## src/rtl/dma_bus_requester_if.sv

```systemverilog
// Signal bundle between the DMA bus requester, its command source, the bus arbiter
// and the read port. The master modport is the requester's view.
interface dma_bus_requester_if #(
  parameter int ADDR_W = 16,
  parameter int DATA_W = 16,
  parameter int LEN_W  = 8
);
  logic              cmd_valid;
  logic              cmd_ready;
  logic [ADDR_W-1:0] cmd_addr;
  logic [LEN_W-1:0]  cmd_len;
  logic              dma_breq;
  logic              dma_grant;
  logic              bus_rd;
  logic [ADDR_W-1:0] bus_addr;
  logic              bus_ack;
  logic [DATA_W-1:0] bus_rdata;
  logic              rd_valid;
  logic [DATA_W-1:0] rd_data;
  logic              done;
  logic              err;

  modport master (
    input  cmd_valid, cmd_addr, cmd_len, dma_grant, bus_ack, bus_rdata,
    output cmd_ready, dma_breq, bus_rd, bus_addr, rd_valid, rd_data, done, err
  );

  modport slave (
    output cmd_valid, cmd_addr, cmd_len, dma_grant, bus_ack, bus_rdata,
    input  cmd_ready, dma_breq, bus_rd, bus_addr, rd_valid, rd_data, done, err
  );
endinterface

```

## src/rtl/dma_bus_requester.sv

```systemverilog
// DMA bus-master front end: requests the bus, reads one word per granted beat,
// pauses and re-requests on grant loss, and aborts if the grant never arrives.
module dma_bus_requester #(
  parameter int ADDR_W        = 16,
  parameter int DATA_W        = 16,
  parameter int LEN_W         = 8,
  parameter int GRANT_TIMEOUT = 255
) (
  input  logic                clk,
  input  logic                reset,
  dma_bus_requester_if.master bus
);

  localparam logic [15:0] WAIT_LAST = 16'(GRANT_TIMEOUT - 1);

  typedef enum logic [1:0] {S_IDLE, S_REQ, S_XFER, S_REL} state_t;

  state_t            state_q, state_d;
  logic              breq_q, breq_d;
  logic [ADDR_W-1:0] addr_q, addr_d;
  logic [LEN_W-1:0]  rem_q, rem_d;
  logic [15:0]       wait_q, wait_d;
  logic              rd_valid_q, rd_valid_d;
  logic [DATA_W-1:0] rd_data_q, rd_data_d;
  logic              done_q, done_d;
  logic              err_q, err_d;
  logic              bus_rd_w;

  assign bus_rd_w      = (state_q == S_XFER) && bus.dma_grant;
  assign bus.bus_rd    = bus_rd_w;
  assign bus.cmd_ready = (state_q == S_IDLE);
  assign bus.dma_breq  = breq_q;
  assign bus.bus_addr  = addr_q;
  assign bus.rd_valid  = rd_valid_q;
  assign bus.rd_data   = rd_data_q;
  assign bus.done      = done_q;
  assign bus.err       = err_q;

  always_comb begin
    state_d    = state_q;
    breq_d     = breq_q;
    addr_d     = addr_q;
    rem_d      = rem_q;
    wait_d     = wait_q;
    rd_valid_d = 1'b0;
    rd_data_d  = rd_data_q;
    done_d     = 1'b0;
    err_d      = 1'b0;
    case (state_q)
      S_IDLE: begin
        breq_d = 1'b0;
        if (bus.cmd_valid) begin
          if (bus.cmd_len != '0) begin
            addr_d  = bus.cmd_addr;
            rem_d   = bus.cmd_len;
            wait_d  = '0;
            breq_d  = 1'b1;
            state_d = S_REQ;
          end else begin
            done_d = 1'b1;
          end
        end
      end
      S_REQ: begin
        breq_d = 1'b1;
        if (bus.dma_grant) begin
          wait_d  = '0;
          state_d = S_XFER;
        end else if (wait_q == WAIT_LAST) begin
          // Grant never came: drop the burst and report it.
          breq_d  = 1'b0;
          err_d   = 1'b1;
          rem_d   = '0;
          wait_d  = '0;
          state_d = S_IDLE;
        end else begin
          wait_d = wait_q + 16'd1;
        end
      end
      S_XFER: begin
        breq_d = 1'b1;
        if (bus_rd_w && bus.bus_ack) begin
          rd_data_d  = bus.bus_rdata;
          rd_valid_d = 1'b1;
          addr_d     = addr_q + 1'b1;
          rem_d      = rem_q - 1'b1;
          // Final beat wins over a simultaneous grant drop.
          if (rem_q == LEN_W'(1)) begin
            breq_d  = 1'b0;
            done_d  = 1'b1;
            state_d = S_REL;
          end
        end else if (!bus.dma_grant) begin
          wait_d  = '0;
          state_d = S_REQ;
        end
      end
      S_REL: begin
        breq_d  = 1'b0;
        state_d = S_IDLE;
      end
      default: begin
        breq_d  = 1'b0;
        state_d = S_IDLE;
      end
    endcase
  end

  always_ff @(posedge clk or posedge reset) begin
    if (reset) begin
      state_q    <= S_IDLE;
      breq_q     <= 1'b0;
      addr_q     <= '0;
      rem_q      <= '0;
      wait_q     <= '0;
      rd_valid_q <= 1'b0;
      rd_data_q  <= '0;
      done_q     <= 1'b0;
      err_q      <= 1'b0;
    end else begin
      state_q    <= state_d;
      breq_q     <= breq_d;
      addr_q     <= addr_d;
      rem_q      <= rem_d;
      wait_q     <= wait_d;
      rd_valid_q <= rd_valid_d;
      rd_data_q  <= rd_data_d;
      done_q     <= done_d;
      err_q      <= err_d;
    end
  end

endmodule

```

## src/flat_wrapper.sv

```systemverilog
// flat-port wrapper written by rule: the top's interface ports become plain ports
module dma_bus_requester_flat 
#(
  parameter int ADDR_W        = 16,
  parameter int DATA_W        = 16,
  parameter int LEN_W         = 8,
  parameter int GRANT_TIMEOUT = 255
)
  (clk, reset, bus_cmd_valid, bus_cmd_addr, bus_cmd_len, bus_dma_grant, bus_bus_ack, bus_bus_rdata, bus_cmd_ready, bus_dma_breq, bus_bus_rd, bus_bus_addr, bus_rd_valid, bus_rd_data, bus_done, bus_err);
  dma_bus_requester_if #(.ADDR_W(ADDR_W), .DATA_W(DATA_W), .LEN_W(LEN_W)) bus_i ();
  input  logic clk;
  input  logic reset;
  input wire logic [$bits(bus_i.cmd_valid)-1:0] bus_cmd_valid;
  input wire logic [$bits(bus_i.cmd_addr)-1:0] bus_cmd_addr;
  input wire logic [$bits(bus_i.cmd_len)-1:0] bus_cmd_len;
  input wire logic [$bits(bus_i.dma_grant)-1:0] bus_dma_grant;
  input wire logic [$bits(bus_i.bus_ack)-1:0] bus_bus_ack;
  input wire logic [$bits(bus_i.bus_rdata)-1:0] bus_bus_rdata;
  output wire logic [$bits(bus_i.cmd_ready)-1:0] bus_cmd_ready;
  output wire logic [$bits(bus_i.dma_breq)-1:0] bus_dma_breq;
  output wire logic [$bits(bus_i.bus_rd)-1:0] bus_bus_rd;
  output wire logic [$bits(bus_i.bus_addr)-1:0] bus_bus_addr;
  output wire logic [$bits(bus_i.rd_valid)-1:0] bus_rd_valid;
  output wire logic [$bits(bus_i.rd_data)-1:0] bus_rd_data;
  output wire logic [$bits(bus_i.done)-1:0] bus_done;
  output wire logic [$bits(bus_i.err)-1:0] bus_err;
  assign bus_i.cmd_valid = bus_cmd_valid;
  assign bus_i.cmd_addr = bus_cmd_addr;
  assign bus_i.cmd_len = bus_cmd_len;
  assign bus_i.dma_grant = bus_dma_grant;
  assign bus_i.bus_ack = bus_bus_ack;
  assign bus_i.bus_rdata = bus_bus_rdata;
  assign bus_cmd_ready = bus_i.cmd_ready;
  assign bus_dma_breq = bus_i.dma_breq;
  assign bus_bus_rd = bus_i.bus_rd;
  assign bus_bus_addr = bus_i.bus_addr;
  assign bus_rd_valid = bus_i.rd_valid;
  assign bus_rd_data = bus_i.rd_data;
  assign bus_done = bus_i.done;
  assign bus_err = bus_i.err;
  dma_bus_requester #(.ADDR_W(ADDR_W), .DATA_W(DATA_W), .LEN_W(LEN_W), .GRANT_TIMEOUT(GRANT_TIMEOUT)) u_core (.clk(clk), .reset(reset), .bus(bus_i));
endmodule
```

## config.mk

```make
export PLATFORM = sky130hd
export DESIGN_NAME = dma_bus_requester_flat
export DESIGN_NICKNAME = d
export VERILOG_FILES = /design/src/rtl/dma_bus_requester_if.sv /design/src/rtl/dma_bus_requester.sv /design/src/flat_wrapper.sv
export SDC_FILE = /design/constraint.sdc
export NUM_CORES = 1
export LEC_CHECK = 0
export CAP_MARGIN = 25
export CORE_AREA = 2 2 87 89
export DETAILED_ROUTE_END_ITERATION = 10
export DIE_AREA = 0 0 89 91
export PLACE_DENSITY_LB_ADDON = 0.15
export SLEW_MARGIN = 20
export SYNTH_ARGS = -nofsm -noshare
export SYNTH_HDL_FRONTEND = slang
export SYNTH_SLANG_ARGS = --single-unit
```

## constraint.sdc

```tcl
create_clock -name clk -period 5.4 [get_ports clk]
set_input_delay 1.35 -clock clk [delete_from_list [all_inputs] [get_ports clk]]
set_output_delay 1.35 -clock clk [all_outputs]
set_load 0.03 [all_outputs]
```

# Word level (Yosys, flattened, before mapping)
# Cells that the tools add are included.
# Widths: inputs -> output; s select.
[op_classes]
add_sub_neg = 3
eq_ne = 15
mux = 42
reduce_logical = 11
[ops]
columns = ["op", "count"]
rows = [
  ["$mux 16", 9],
  ["$pmux 16 s3", 1],
  ["$mux 8", 5],
  ["$add 16x1->16 const B", 2],
  ["$pmux 16 s2", 1],
  ["$pmux 8 s3", 1],
  ["$eq 16x8->1 const B", 1],
  ["$mux 1", 15],
  ["$mux 2", 7],
  ["$ne 2x2->1 const B", 5],
  ["$reduce_and 5->1", 2],
  ["$eq 8x1->1 const B", 1],
  ["$pmux 2 s4", 1],
  ["$reduce_bool 8->1", 1],
  ["$sub 8x1->8 const B", 1],
  ["$ne 3x3->1 const B", 2],
  ["$reduce_and 6->1", 1],
  ["$eq 2x2->1 const B", 2],
  ["$ne 2x1->1 const B", 2],
  ["$pmux 1 s4", 1],
  ["$reduce_and 4->1", 1],
  ["$ne 3x2->1 const B", 1],
  ["$reduce_bool 3->1", 1],
  ["$eq 2x1->1 const B", 1],
  ["5 further kinds", 6],
]
[totals]
ff_bits = 62
word_cells = 80

# Longest topological paths before layout
[depth]
depth_word = 5
mapped_depth = 11
mapped_depth_nobuf = 9

# Least setup slack after synthesis
# No wires, ideal clock.
[synth_timing]
path_kind = "input to output"
start = "input bus_dma_grant"
end = "output bus_bus_rd"
t_arrival_ns = 1.663
slack_ns = 2.387
path_stages = 2
n_path_buf = 0
path_cell_list = "nand2_1 -> inv_1"
[synth_via]
elab_chain_cells = 1
[synth_lines]
columns = ["element", "line", "rtl"]
rows = [
  ["start: declaration", "flat_wrapper.sv:16", "input wire logic [$bits(bus_i.dma_grant)-1:0] bus_dma_grant;"],
  ["$logic_and 1x1->1", "dma_bus_requester.sv:29", "assign bus_rd_w = (state_q == S_XFER) && bus.dma_grant;"],
  ["end: declaration", "flat_wrapper.sv:21", "output wire logic [$bits(bus_i.bus_rd)-1:0] bus_bus_rd;"],
]
# No other way between the ends.

# Worst setup path in the final report
# Ends and elaborated chain as after synthesis.

==> summary.md <==
| Metric | Value |
|---|---|
| Area Overhead vs Synth | `32.5%` |
| Skew final | `0.00532 ns` |
| Top cell by count, worst path | `clkdlybuf4s50_1` |
| ANT cells | `0` |
| HPWL Detailed | `about 6000 um` |
| CP max stage delay | `between 0.7 and 0.8 ns` |
| Synth warn | `0` |
| Post-CTS setup buffer count | `0` |
| Mux cell area share after synthesis | `under 10%` |
| Clk slew on worst S/H paths | `0.07 ns` |
| Top sig layer | `met4` |
| DIE AREA | `just over 8000 sq um` |
| Layout cells sized above 1 | `9.49%` |
| Post-Synth XOR/XNOR Area | `0%` |
| CP Data Arrival Time | `~2.8 ns` |
| Dominant cell by count in the synthesized netlist | `dfrtp_1` |
| Worst skew pair latency | `about 0.35 ns` |
| CTS Hold Bufs | `0` |
| Transition time of the tightest slew-check pin | `approximately 0.77 ns` |
| Nets | `approximately 500` |
| Max Cap Violations | `0` |
| Via count | `around 3200` |
| Startpoint Class | `input port` |
| Initial antenna violation count | `0` |
| Met1 WL | `~3600 um` |
| Hold path depth | `1` |
| Top cell type's share of synthesized area | `45.9%` |
| Post-synth net total | `420` |
| Adder-cell share of the synthesized area | `2.96%` |
| Yosys cell types | `about 50` |
| Peak VDD IR | `310 uV` |
| EDFF count, synth | `0` |
| PostCTS Resize Cnt | `0` |
| Worst path cell trace | `clkdlybuf4s50_1 > nand2_1 > inv_1 > clkdlybuf4s50_1` |
| Hold Path Class | `reg2reg` |
| Hold Startpoint | `u_core.bus.rd_data[6]` |
| Sequential area share after synthesis | `a little under half` |
| Period utilization | `a little under 80%` |
| Gr usage total | `22.0%` |
| Max Fclk | `about 240 MHz` |
| R2R Setup Slk | `2.65 ns` |
| Root Buffer | `clkbuf_8` |
| Wire length on met3 | `577 um` |
| Crit Path Class | `in2out` |
| Main combinational cell family by area after synthesis | `compound AO/OA/AOI/OAI gates` |
| Core Region | `about 7000 sq um` |
| Status | `completed` |
| PortBufs | `82` |
| Cell area after layout | `roughly 4500 sq um` |
| Setup TNS | `0 ns` |
| Largest net degree at the start of global routing | `56` |
| Antenna Nets Post-Route | `0` |
| R2R depth | `10` |
| RSZ-0062 raised after global routing | `no` |
| Reg2Reg Launch Point | `u_core.state_q[0]` |
| Top Ports | `83` |
| Die height | `a little over 90 um` |
| Hold EP | `u_core.bus.rd_data[6]` |
| Synth top cells by count | `dfrtp_1 (62), nand2_1 (38), a21oi_1 (34)` |
| Final Hold Vio Count | `0` |
| Synth Register Bits | `between 60 and 70` |
| Clock tree buffer depth | `2` |
| Simple-Gate Fraction of Synth Area | `between 10% and 20%` |
| Static leakage | `approximately 0.0018 uW` |
| Tot Pwr | `2400 uW` |
| CP startpoint | `bus_dma_grant` |
| Reg2Reg Capture Point | `u_core.bus.bus_addr[5]` |
| Post-synthesis cell area | `3380 sq um` |
| Cells after Synth | `367` |
| CP endpoint kind | `output pin` |
| Main synth FF type | `dfrtp_1` |
| CP required | `just over 4 ns` |
| Area leader, netlist | `dfrtp_1` |
| Initial Util | `between 40% and 50%` |
| Sink Count | `62` |
| Final Setup Violations | `0` |
| Final setup margin | `~1.2 ns` |
| Global-route wire length before repair | `about 14000 um` |
| DR iter-0 viols | `177` |
| DR vias/cell | `between 5 and 6` |
| Residual DRC count | `0` |
| Max FO, Critical Path | `5` |
| GR Overflow Total | `0` |
| Rel. slew slack | `roughly half` |
| Drt pass-1 iters | `5` |
| Pwr/cell area | `between 500 and 600 nW/um^2` |
| DP Worst Slack | `1.22 ns` |
| Synth Area in Compound Gates | `22.3%` |
| Drt total wl | `approximately 8400 um` |
| Die width | `just under 90 um` |
| Met2 wire length | `4070 um` |
| Slowest cell on the critical path | `clkdlybuf4s50_1` |
| Routability cong. | `0.788` |
| Top cells by area, synth | `dfrtp_1 (46%), mux2_2 (5.3%), a21oi_1 (5.0%), nand2_1 (4.2%), o21ai_0 (3.4%)` |
| Area after DPL | `between 4000 and 5000 sq um` |
| Fin crit period | `between 4 and 5 ns` |
| Asr flop ratio synth | `100%` |
| CTS tree | `built` |
| Vias in the first global route | `approximately 3000` |
| Slew Viols, Final | `0` |
| H-tree levels | `3` |
| Per-cell routed wire length | `roughly 15 um` |
| Avg Inst Size Synth | `about 9 sq um` |
| CTS Buf Count | `9` |
| Row count | `31` |
## worst max-delay path: cells and delay by family
kind / cells / cell delay (ns)
simple gates: 1 / 0.09
buf+inv: 3 / 1.40
## where the power goes
group	internal, uW	switching [uW]	leakage, uW
Clock	164	185	0.0000820
Sequential	629	135	0.000783
Combinational	531	760	0.000960
Total	1320	1080	0.00183
## state kept, by name, indices dropped and copies added (netlist names)
register and flops:
u_core.bus.bus_addr 16, u_core.bus.dma_breq 1, u_core.bus.done 1, u_core.bus.err 1, u_core.bus.rd_data 16, u_core.bus.rd_valid 1, u_core.rem_q 8, u_core.state_q 2
u_core.wait_q 16
## metrics by stage
| stage | hold slack [ns] | cells | util [%] |
|---|---|---|---|
| final | 0.508 | 552 | 62.8 |
| after global placement | 0.488 | 535 | 60.1 |
| after detailed placement | 0.495 | 535 | 60.1 |
| after global routing | 0.524 | 552 | 62.8 |
| after floorplan | 0.474 | 367 | - |
| after CTS | 0.511 | 551 | 62.4 |
## kinds of logic (layout without fill, tap and decap cells)
kind of cell / Yosys count / count (layout)
AO/OA/AOI/OAI: 119 / 119
adder cells (fa/ha/maj): 8 / 8
buffers and inverters: 34 / 120
flip-flops: 62 / 62
multiplexers: 19 / 19
AND/OR/NAND/NOR: 125 / 125
## how the worst max path moves through the flow
stage / to / slack [ns] / cells past startpoint
global route: bus_bus_rd / 1.13 / 4
finish: bus_bus_rd / 1.21 / 4
floorplan: bus_bus_rd / 2.39 / 2
detailed placement: bus_bus_rd / 1.22 / 4
global placement: bus_bus_rd / 1.23 / 4
CTS: bus_bus_rd / 1.22 / 4
## layout make-up
class / count / area (sq um)
Fill cell: 634 / 2660
Multi-Input combinational cell: 271 / 1700
Sequential cell: 62 / 1550
Timing Repair Buffer: 86 / 871
Clock buffer: 10 / 128
Tap cell: 99 / 124
Inverter: 18 / 67.6
Clock inverter: 6 / 38.8
## cell usage in the layout (no fill, tap or decap), types with 3 or more instances in the layout
cell              n
dfrtp_1          62
nand4_1           7
a2bb2oi_1         6
inv_1            16
ha_1              8
o22ai_1           8
mux2i_1           3
and3_1            5
a22o_1            7
buf_4             3
nor3_1            8
nand2_1          38
mux2_2           16
nor2b_1           3
a21o_1            3
o21ai_1           6
nor4_1            3
nor2_1           24
and4_1            3
a21oi_1          34
o31ai_1           8
a31oi_1           5
a32oi_1           4
o21ai_0          23
clkbuf_8          9
nand3_1          19
clkdlybuf4s50_1  82
and2_1            3
clkinv_2          3
## metal layers
metal	global-route usage, %	vias to the layer above
met5	0	-
met4	7.71	0
met1	28.6	1498
li1	-	1531
met2	35.1	107
met3	5.91	17
Note: power is estimated with default switching activity, not from simulation.
